### config.mk
export PLATFORM = sky130hd
export DESIGN_NAME = sd_spi
export DESIGN_NICKNAME = d
export VERILOG_FILES = /design/src/rtl/sd_spi_pkg.sv /design/src/rtl/sd_spi_tick.sv /design/src/rtl/sd_spi.sv
export SDC_FILE = /design/constraint.sdc
export NUM_CORES = 1
export LEC_CHECK = 0
export CAP_MARGIN = 30
export CORE_ASPECT_RATIO = 1.2
export CORE_MARGIN = 4
export CORE_UTILIZATION = 45
export DETAILED_ROUTE_END_ITERATION = 6
export SLEW_MARGIN = 20
export SYNTH_ARGS = -nofsm -noshare
export SYNTH_HDL_FRONTEND = slang
export SYNTH_HIERARCHICAL = 1
export SYNTH_SLANG_ARGS = --single-unit
### constraint.sdc
create_clock -name clock -period 2.9 [get_ports clock]
set_input_delay 0.29 -clock clock [delete_from_list [all_inputs] [get_ports clock]]
set_output_delay 0.29 -clock clock [all_outputs]
set_load 0.05 [all_outputs]
### src/rtl/sd_spi_pkg.sv
// Shared encodings for the SD-card SPI master: command codes, FSM states
// and SCLK edge counts per operation.
package sd_spi_pkg;

    localparam logic [1:0] CMD_INIT = 2'd0;
    localparam logic [1:0] CMD_XFER = 2'd1;
    localparam logic [1:0] CMD_CE0  = 2'd2;
    localparam logic [1:0] CMD_CE1  = 2'd3;

    typedef enum logic [1:0] {
        IDLE = 2'd0,
        INIT = 2'd1,
        XFER = 2'd2,
        CS   = 2'd3
    } state_t;

    // SCLK edges (rising + falling) per operation: 80 init clocks, 8 data bits.
    localparam int INIT_EDGES = 160;
    localparam int XFER_EDGES = 16;

endpackage

### src/rtl/sd_spi_tick.sv
// SCLK half-period timer: pulses o_tick once every SLOW_DIV or FAST_DIV
// cycles while enabled, and restarts from zero whenever enable drops.
module sd_spi_tick #(
    parameter int SLOW_DIV = 64,
    parameter int FAST_DIV = 2
) (
    input  logic clock,
    input  logic reset,
    input  logic i_en,
    input  logic i_slow,
    output logic o_tick
);
    localparam int MAX_DIV = (SLOW_DIV > FAST_DIV) ? SLOW_DIV : FAST_DIV;
    localparam int CNT_W   = $clog2(MAX_DIV + 1);

    logic [CNT_W-1:0] r_cnt;
    logic [CNT_W-1:0] w_limit;

    assign w_limit = i_slow ? CNT_W'(SLOW_DIV - 1) : CNT_W'(FAST_DIV - 1);
    assign o_tick  = i_en && (r_cnt == w_limit);

    // NOTE: clocked state uses non-blocking (<=) so every register samples
    // pre-edge values; blocking here would create order-dependent races.
    always_ff @(posedge clock) begin
        if (reset || !i_en || o_tick) begin
            r_cnt <= '0;
        end else begin
            r_cnt <= r_cnt + CNT_W'(1);
        end
    end

endmodule

### src/rtl/sd_spi.sv
// SPI master (mode 0) for the SD slot: init clocking, byte exchange and
// chip-select control, started by a level change on sd_signal.
module sd_spi
    import sd_spi_pkg::*;
#(
    parameter int SLOW_DIV = 64,
    parameter int FAST_DIV = 2,
    parameter int TIMEOUT  = 1048576
) (
    input  logic       clock,
    input  logic       reset,
    input  logic       sd_signal,
    input  logic [1:0] sd_cmd,
    input  logic [7:0] sd_out,
    output logic [7:0] sd_din,
    output logic       sd_busy,
    output logic       sd_timeout,
    output logic       spi_cs,
    output logic       spi_sclk,
    output logic       spi_mosi,
    input  logic       spi_miso
);
    localparam int              WD_W      = $clog2(TIMEOUT + 1);
    localparam logic [WD_W-1:0] WD_LAST   = WD_W'(TIMEOUT - 1);
    localparam logic [7:0]      INIT_LAST = 8'(INIT_EDGES - 1);
    localparam logic [7:0]      XFER_LAST = 8'(XFER_EDGES - 1);

    state_t          r_state, w_next;
    logic            r_sig_ack;
    logic [1:0]      r_cmd;
    logic [7:0]      r_shift;
    logic [7:0]      r_edge_cnt;
    logic [WD_W-1:0] r_wd_cnt;
    logic            r_cs_hold;
    logic            r_spi_cs, r_sclk, r_mosi, r_busy, r_timeout;
    logic [7:0]      r_din;

    logic w_tick, w_tick_en, w_tick_slow;
    logic w_accept, w_done, w_rise, w_fall;

    assign w_tick_en   = (r_state == INIT) || (r_state == XFER);
    assign w_tick_slow = (r_state == INIT);

    sd_spi_tick #(
        .SLOW_DIV(SLOW_DIV),
        .FAST_DIV(FAST_DIV)
    ) u_tick (
        .clock (clock),
        .reset (reset),
        .i_en  (w_tick_en),
        .i_slow(w_tick_slow),
        .o_tick(w_tick)
    );

    always_ff @(posedge clock) begin
        if (reset) r_state <= IDLE;
        else       r_state <= w_next;
    end

    // NOTE: every combinational output gets a default first so no path
    // leaves it unassigned and infers a latch.
    always_comb begin
        w_next = r_state;
        case (r_state)
            IDLE: if (w_accept) begin
                case (sd_cmd)
                    CMD_INIT: w_next = INIT;
                    CMD_XFER: w_next = XFER;
                    default:  w_next = CS;
                endcase
            end
            INIT, XFER: if (w_done) w_next = IDLE;
            CS:         w_next = IDLE;
            default:    w_next = IDLE;
        endcase
    end

    always_comb begin
        w_accept = (r_state == IDLE) && (sd_signal != r_sig_ack);
        w_done   = w_tick && (r_edge_cnt == ((r_state == INIT) ? INIT_LAST : XFER_LAST));
        w_rise   = w_tick && !r_sclk;
        w_fall   = w_tick && r_sclk;
    end

    always_ff @(posedge clock) begin
        if (reset) begin
            // Loading the live strobe level means reset never looks like a toggle.
            r_sig_ack  <= sd_signal;
            r_cmd      <= CMD_CE1;
            r_shift    <= 8'hFF;
            r_edge_cnt <= '0;
            r_wd_cnt   <= '0;
            r_cs_hold  <= 1'b1;
            r_spi_cs   <= 1'b1;
            r_sclk     <= 1'b0;
            r_mosi     <= 1'b1;
            r_busy     <= 1'b0;
            r_timeout  <= 1'b0;
            r_din      <= 8'hFF;
        end else begin
            case (r_state)
                IDLE: begin
                    if (w_accept) begin
                        r_sig_ack  <= sd_signal;
                        r_cmd      <= sd_cmd;
                        r_shift    <= sd_out;
                        r_edge_cnt <= '0;
                        r_wd_cnt   <= '0;
                        r_timeout  <= 1'b0;
                        r_busy     <= 1'b1;
                        if (sd_cmd == CMD_XFER) r_mosi   <= sd_out[7];
                        if (sd_cmd == CMD_INIT) r_spi_cs <= 1'b1;
                    end else if (r_spi_cs) begin
                        r_wd_cnt <= '0;
                    end else if (r_wd_cnt == WD_LAST) begin
                        r_timeout <= 1'b1;
                    end else begin
                        r_wd_cnt <= r_wd_cnt + WD_W'(1);
                    end
                end
                INIT: begin
                    if (w_tick) begin
                        r_sclk     <= ~r_sclk;
                        r_edge_cnt <= r_edge_cnt + 8'd1;
                    end
                    if (w_done) begin
                        r_spi_cs <= r_cs_hold;
                        r_busy   <= 1'b0;
                    end
                end
                XFER: begin
                    if (w_tick) r_edge_cnt <= r_edge_cnt + 8'd1;
                    if (w_rise) begin
                        r_sclk  <= 1'b1;
                        r_shift <= {r_shift[6:0], spi_miso};
                    end
                    if (w_fall) begin
                        r_sclk <= 1'b0;
                        r_mosi <= r_shift[7];
                    end
                    if (w_done) begin
                        r_din  <= r_shift;
                        r_mosi <= 1'b1;
                        r_busy <= 1'b0;
                    end
                end
                CS: begin
                    r_spi_cs  <= (r_cmd == CMD_CE1);
                    r_cs_hold <= (r_cmd == CMD_CE1);
                    r_busy    <= 1'b0;
                end
                default: ;
            endcase
        end
    end

    assign sd_din     = r_din;
    assign sd_busy    = r_busy;
    assign sd_timeout = r_timeout;
    assign spi_cs     = r_spi_cs;
    assign spi_sclk   = r_sclk;
    assign spi_mosi   = r_mosi;

endmodule
**Yosys cells after proc, flatten, opt, wreduce, memory -nomap -nowiden**

Cells that the tools add are included.

- Add/subtract/negate cells: 3
- Equal/unequal tests: 21
- Multiplexer cells: 37
- Bitwise operators: 1
- Reduce and logical (&&, ||, !) cells: 31

Operators with widths:

| operator | number |
|---|---|
| 21-bit 2-to-1 mux | 3 |
| 8-bit 2-to-1 mux | 5 |
| 8-bit one-hot mux with 2 select lines | 2 |
| 21-bit by 1-bit adder with 21-bit output, second input constant | 1 |
| 21-bit by 20-bit == test with 1-bit output, second input constant | 1 |
| 1-bit 2-to-1 mux | 18 |
| 3-bit AND reduction | 4 |
| 2-bit nonzero test | 6 |
| 2-bit by 1-bit inequality test with 1-bit output, second input constant | 5 |
| 2-bit AND reduction | 5 |
| 3-bit inequality test, second input constant | 3 |
| 8-bit by 1-bit adder with 8-bit output, second input constant | 1 |
| 8-bit == test | 1 |
| 2-bit inequality test, second input constant | 4 |
| 4-bit AND reduction | 2 |
| 7-bit by 1-bit adder with 7-bit output, second input constant | 1 |
| 7-bit == test | 1 |
| 2-bit == test, second input constant | 3 |
| 6-bit 2-to-1 mux | 1 |
| 1-bit one-hot mux with 3 select lines | 2 |
| 2-bit one-hot mux with 3 select lines | 1 |
| 1-bit logical AND | 5 |
| 2-bit by 1-bit == test with 1-bit output, second input constant | 2 |
| 2-bit zero test | 2 |
| other kinds (9) | 14 |

- Flip-flop bits (word level): 63
- Input bits: 14
- Output and inout bits: 13
- Word-level logic and storage cells: 107

**Logic depth before layout (Yosys ltp)**

- Depth in word-level cells: 8
- Mapped depth: 11

**Modules after synthesis**

Netlist, hierarchy kept.

By module, submodules not included:

| module | instances | cells each | area each (um^2) |
|---|---|---|---|
| sd_spi | 1 | 319 | 2773.9 |
| sd_spi_tick | 1 | 36 | 339.1 |

**Worst setup path after synthesis**

No wires, ideal clock.

- Path type: register -> register
- Start point: reg r_state[1]
- End point: reg r_din[5] (netlist: sd_din[5])
- Arrival time: 2.336 ns
- Slack: 0.444 ns
- Stages on the path, launching flop included: 11
- Path buffers: 2
- Period minus slack after synthesis: 2.456 ns
- Cell sequence: dfxtp_1 inv_1 ha_1 nor4b_1 a22o_2 and3_1 o2111ai_2 or2_1 buf_2 buf_2 a211o_1

- Longest elaborated chain between the ends: 6
- Elaborated cells between the ends (all ways): 10

Ends and longest elaborated chain:

| what | RTL line | source |
|---|---|---|
| start, declared | sd_spi.sv:28 | `state_t r_state, w_next;` |
| start signal, assigned | sd_spi.sv:57 | `else r_state <= w_next;` |
| 2-bit by 1-bit == test with 1-bit output (*) | sd_spi.sv:42 | `assign w_tick_slow = (r_state == INIT);` |
| net w_tick_slow | sd_spi.sv:38 | `logic w_tick, w_tick_en, w_tick_slow;` |
| 6-bit 2-to-1 mux | sd_spi_tick.sv:19 | `assign w_limit = i_slow ? CNT_W'(SLOW_DIV - 1) : CNT_W'(FAST_DIV - 1);` |
| 7-bit == test | sd_spi_tick.sv:20 | `assign o_tick = i_en && (r_cnt == w_limit);` |
| 1-bit logical AND (*) | sd_spi_tick.sv:20 |  |
| net w_tick | sd_spi.sv:38 |  |
| 1-bit logical AND (*) | sd_spi.sv:80 | `w_done = w_tick && (r_edge_cnt == ((r_state == INIT) ? INIT_LAST : XFER_LAST));` |
| 2-bit AND reduction (no source line) (*) | - |  |
| end signal, assigned | sd_spi.sv:142 | `r_din <= r_shift;` |
| end, declared | sd_spi.sv:36 | `logic [7:0] r_din;` |

The timed path passes the listed nets; every way through them passes the cells marked *.
A chain may end at the register's enable or synchronous reset.

**Final worst setup path**

- Start point: reg r_state[1]
- End point: reg r_edge_cnt[6]

- Longest elaborated chain between the ends: 6
- Elaborated cells between the ends (all ways): 14

Ends and longest elaborated chain:

| what | RTL line | source |
|---|---|---|
| 2-bit by 1-bit == test with 1-bit output (*) | sd_spi.sv:42 |  |
| net w_tick_slow | sd_spi.sv:38 |  |
| 6-bit 2-to-1 mux | sd_spi_tick.sv:19 |  |
| 7-bit == test | sd_spi_tick.sv:20 |  |
| 1-bit logical AND (*) | sd_spi_tick.sv:20 |  |
| net w_tick | sd_spi.sv:38 |  |
| 2-bit by 1-bit inequality test with 1-bit output (no source line) (*) | - |  |
| 3-bit AND reduction (no source line) (*) | - |  |
| end signal, assigned | sd_spi.sv:124 | `r_edge_cnt <= r_edge_cnt + 8'd1;` |
| end signal, assigned | sd_spi.sv:132 | `if (w_tick) r_edge_cnt <= r_edge_cnt + 8'd1;` |
| end, declared | sd_spi.sv:32 | `logic [7:0] r_edge_cnt;` |

Marked as above.

==> results.sh <==
export IMPL_fin_area_sq_um=3661
export IMPL_placementRows=32
export IMPL_routabilityCongestion=0.8318
export IMPL_hold_depth=2
export IMPL_synth_area_sq_um=3113
export IMPL_crit_type="flop to flop"
export IMPL_cts_tree="yes"
export IMPL_n_fill_cell=629
export IMPL_post_dp_cell_area_sq_um=3457
export IMPL_clkLatencyLatePin_ns=0.34
export IMPL_die_w_um=83.93
export IMPL_reg2reg_depth=10
export IMPL_outcome="finished clean"
export IMPL_io_pins=27
export IMPL_worstMarginPinSlew_ns=0.5906
export IMPL_min_from="r_wd_cnt[20]"
export IMPL_vias=2631
export IMPL_clock_sinks=63
export IMPL_p_int_mw=1.756
export IMPL_cellLeakagePower_nw=1.389
export IMPL_grt_pass1_wl_um=12400
export IMPL_synth_ff_type="dfxtp_1"
export IMPL_hold_end="r_wd_cnt[20]"
export IMPL_regToRegSetupSlack_ns=0.26
export IMPL_io_buffers=26
export IMPL_synth_nets=376
export IMPL_yosysSeqAreaShare_pct=40.84
export IMPL_skew_ns=0.008752
export IMPL_final_setup_tns_ns=0
export IMPL_fmax_mhz=378.4
export IMPL_cts_root_buf="clkbuf_8"
export IMPL_viasPerCell=5.527
export IMPL_ff_latch_area_sq_um=1271
export IMPL_start_kind="flop"
export IMPL_h_tree_depth=3
export IMPL_min_period_ns=2.643
export IMPL_hold_buffers=0
export IMPL_grt_usage_pct=18.36
export IMPL_syn2layout_area_growth_pct=17.60
export IMPL_antenna_found_initial=0
export IMPL_comb_power_share_pct=35.3
export IMPL_drv_cap=0
export IMPL_synth_top_cell_by_area="dfxtp_1"
export IMPL_synthCells=355
export IMPL_fin_crit_sh_pct=91.14
export IMPL_die_y_um=99.11
export IMPL_route_detailed_drc=0
export IMPL_hold_viol=0
export IMPL_drt_iter0_markers=118
export IMPL_syn_avg_cell_area_sq_um=8.769
export IMPL_yosys_warnings=6
export IMPL_async_flop_share_pct=0
export IMPL_grt_pass1_vias=2667
export IMPL_multiInputGateArea_sq_um=1717
export IMPL_wl_per_cell_um=15.21
export IMPL_max_slew_margin_pct=60.48
export IMPL_setup_viol=0
export IMPL_powerDensity_nw_per_um2=767.1
export IMPL_ant_nets=0
export IMPL_grt_max_degree=23
export IMPL_drv_slew=0
export IMPL_worstPathRequired_ns=3.11
export IMPL_cts_max_path_buffers=2
export IMPL_cp_end_kind="flop"
export IMPL_netlist_area_leader_share_pct=39.87
export IMPL_drive_above_1_share_pct=9.719
export IMPL_hold_class="flop to flop"
export IMPL_ys_types=56
export IMPL_core_area_sq_um=6566
export IMPL_drt_wl_total_um=7242
export IMPL_ir_drop_mv=0.5716
export IMPL_cts_setup_buffers=0
export IMPL_final_nets=407
export IMPL_dieArea_sq_um=8318
export IMPL_dp_hpwl_um=5177
export IMPL_crit_arrival_ns=2.85
export IMPL_synth_edf_count=1
export IMPL_swShare_pct=37.48
export IMPL_p_clk_share_pct=26.7
export IMPL_cp_max_fo=8
export IMPL_clk_pin_slew_ns=0.07
export IMPL_rsz0062_at_grt="no"
export IMPL_globalRoute_totalOverflow=0
export IMPL_timing_rr_end="r_edge_cnt[6]"
export IMPL_ys_ff_latch=63
export IMPL_reg2reg_from="r_state[1]"
export IMPL_cts_buffers=9
export IMPL_pwr_share_seq_pct=38.0
export IMPL_firstDrtPassIters=4
export IMPL_p_sw_mw=1.053
export IMPL_antenna_cells=0
export IMPL_initial_core_util_pct=47.41
export IMPL_synth_area_leaders="dfxtp_1, a211o_1, nor2_1"
-- worst max path at each step --
stage,cells after the start,startpoint,end
after floorplan,10,r_state[1],sd_din[5]
after global placement,8,r_state[1],sd_din[2]
after detailed placement,8,r_state[1],sd_din[7]
after CTS,8,r_state[1],sd_din[0]
after global routing,10,r_state[1],r_edge_cnt[6]
final,10,r_state[1],r_edge_cnt[6]
-- metal layers --
metal	GRT usage, %	wire [um]	share of wire [%]	vias to the layer above
met5	0	0	0	-
met4	9.158	153	2.1	0
met3	4.391	266	3.7	12
met2	32.76	3660	51	42
met1	20.31	3162	44	1238
li1	-	-	-	1339
-- power by group through the flow --
stage               sequential (mW)  clock [mW]  combinational [mW]
CTS                            1.06       0.771               0.972
detailed placement             1.08           0               0.968
global placement               1.08           0               0.955
finish                         1.07       0.750               0.991
global route                   1.08       0.809                1.10
floorplan                      1.11           0               0.729
-- area by class of cell --
type,count,area share [%]
timing repair buffer,32,8.339
tap,85,2.905
multi-input combinational,261,46.89
inverter,19,1.948
clock buffer,12,3.964
clock inverter,4,1.230
sequential,63,34.72
-- worst max-delay path, stage by stage, from the launching register on --
cell     delay, ns
dfxtp_1       0.39
inv_1         0.08
ha_1          0.29
nor4b_1       0.27
a22o_2        0.26
and3_1        0.28
mux2i_1       0.15
a21oi_1       0.38
nand4_1       0.22
xor2_1        0.17
nor2_1        0.05
-- Yosys cell counts, drive strengths merged (5+ instances only) --
library cell	instances
a211o	21
nor2	46
a211oi	7
mux2i	8
clkbuf	5
and3	15
nor3	10
dfxtp	62
buf	7
nand3	15
ha	7
a21oi	21
or3	6
a31oi	8
xnor2	12
o21ai	12
xor2	8
inv	19
nand2	21
nand4	8
-- cells by family (layout without fill, tap and decap cells) --
kind of cell | after synthesis | in the layout | synth area share [%]
AOI/OAI and AO/OA | 82 | 82 | 18.65
xor gates and xnor gates | 20 | 20 | 5.868
adders and majority gates | 7 | 7 | 2.813
buffers and inverters | 31 | 67 | 4.461
DFF | 63 | 63 | 40.84
muxes | 9 | 9 | 2.934
and+or+nand+nor | 143 | 143 | 24.44
-- layout by cell type, fill, tap and decap left out, types with 2 or more instances in the layout --
| master | Yosys | routed |
|---|---|---|
| nand3_1 | 15 | 15 |
| o21ai_1 | 3 | 3 |
| and3_2 | 2 | 2 |
| xnor2_1 | 12 | 12 |
| inv_1 | 18 | 18 |
| nor2_1 | 45 | 45 |
| nor3_1 | 9 | 9 |
| xor2_1 | 7 | 7 |
| clkbuf_8 | 0 | 10 |
| clkdlybuf4s50_1 | 0 | 26 |
| ha_1 | 7 | 7 |
| and3_1 | 13 | 13 |
| nand4b_1 | 2 | 2 |
| nor2b_1 | 3 | 3 |
| clkbuf_1 | 5 | 2 |
| and2_1 | 4 | 4 |
| nand4_1 | 7 | 7 |
| o21ai_0 | 9 | 9 |
| a211o_1 | 21 | 21 |
| nand2_1 | 21 | 21 |
| a31oi_1 | 8 | 8 |
| nand2b_1 | 3 | 3 |
| a211oi_2 | 2 | 2 |
| nand3b_1 | 2 | 2 |
| clkinv_2 | 0 | 3 |
| or3_1 | 6 | 5 |
| buf_4 | 0 | 6 |
| and4_1 | 3 | 3 |
| a211oi_1 | 5 | 5 |
| mux2i_1 | 8 | 8 |
| dfxtp_1 | 62 | 62 |
| a21oi_1 | 21 | 21 |
-- metrics by stage --
stage | total power [mW] | setup slack [ns] | std cells | hold slack [ns] | utilization [%]
2_1_floorplan | 1.839 | 0.4443 | 355 | 0.3889 | -
3_3_place_gp | 2.035 | 0.3048 | 460 | 0.4352 | 52.65
3_5_place_dp | 2.051 | 0.2028 | 460 | 0.4364 | 52.65
4_1_cts | 2.807 | 0.1798 | 476 | 0.4485 | 55.55
5_1_grt | 2.986 | 0.04952 | 476 | 0.4650 | 55.75
6_report | 2.808 | 0.2570 | 476 | 0.4516 | 55.75
-- sequential cells by signal, indices dropped and copies added, names as in the netlist --
register / count
sd_din: 8
r_state: 2
sd_busy: 1
r_cmd: 2
spi_cs: 1
r_edge_cnt: 8
spi_mosi: 1
sd_timeout: 1
r_cs_hold: 1
spi_sclk: 1
r_shift: 8
u_tick/r_cnt: 7
r_wd_cnt: 21
r_sig_ack: 1
-- repair_timing --
item                                    4_1_cts  5_1_grt
hold endpoints to repair                      0        0
endpoints found under the setup margin        0       15
resized for setup                             0        4
Note: power is estimated with default switching activity, not from simulation.
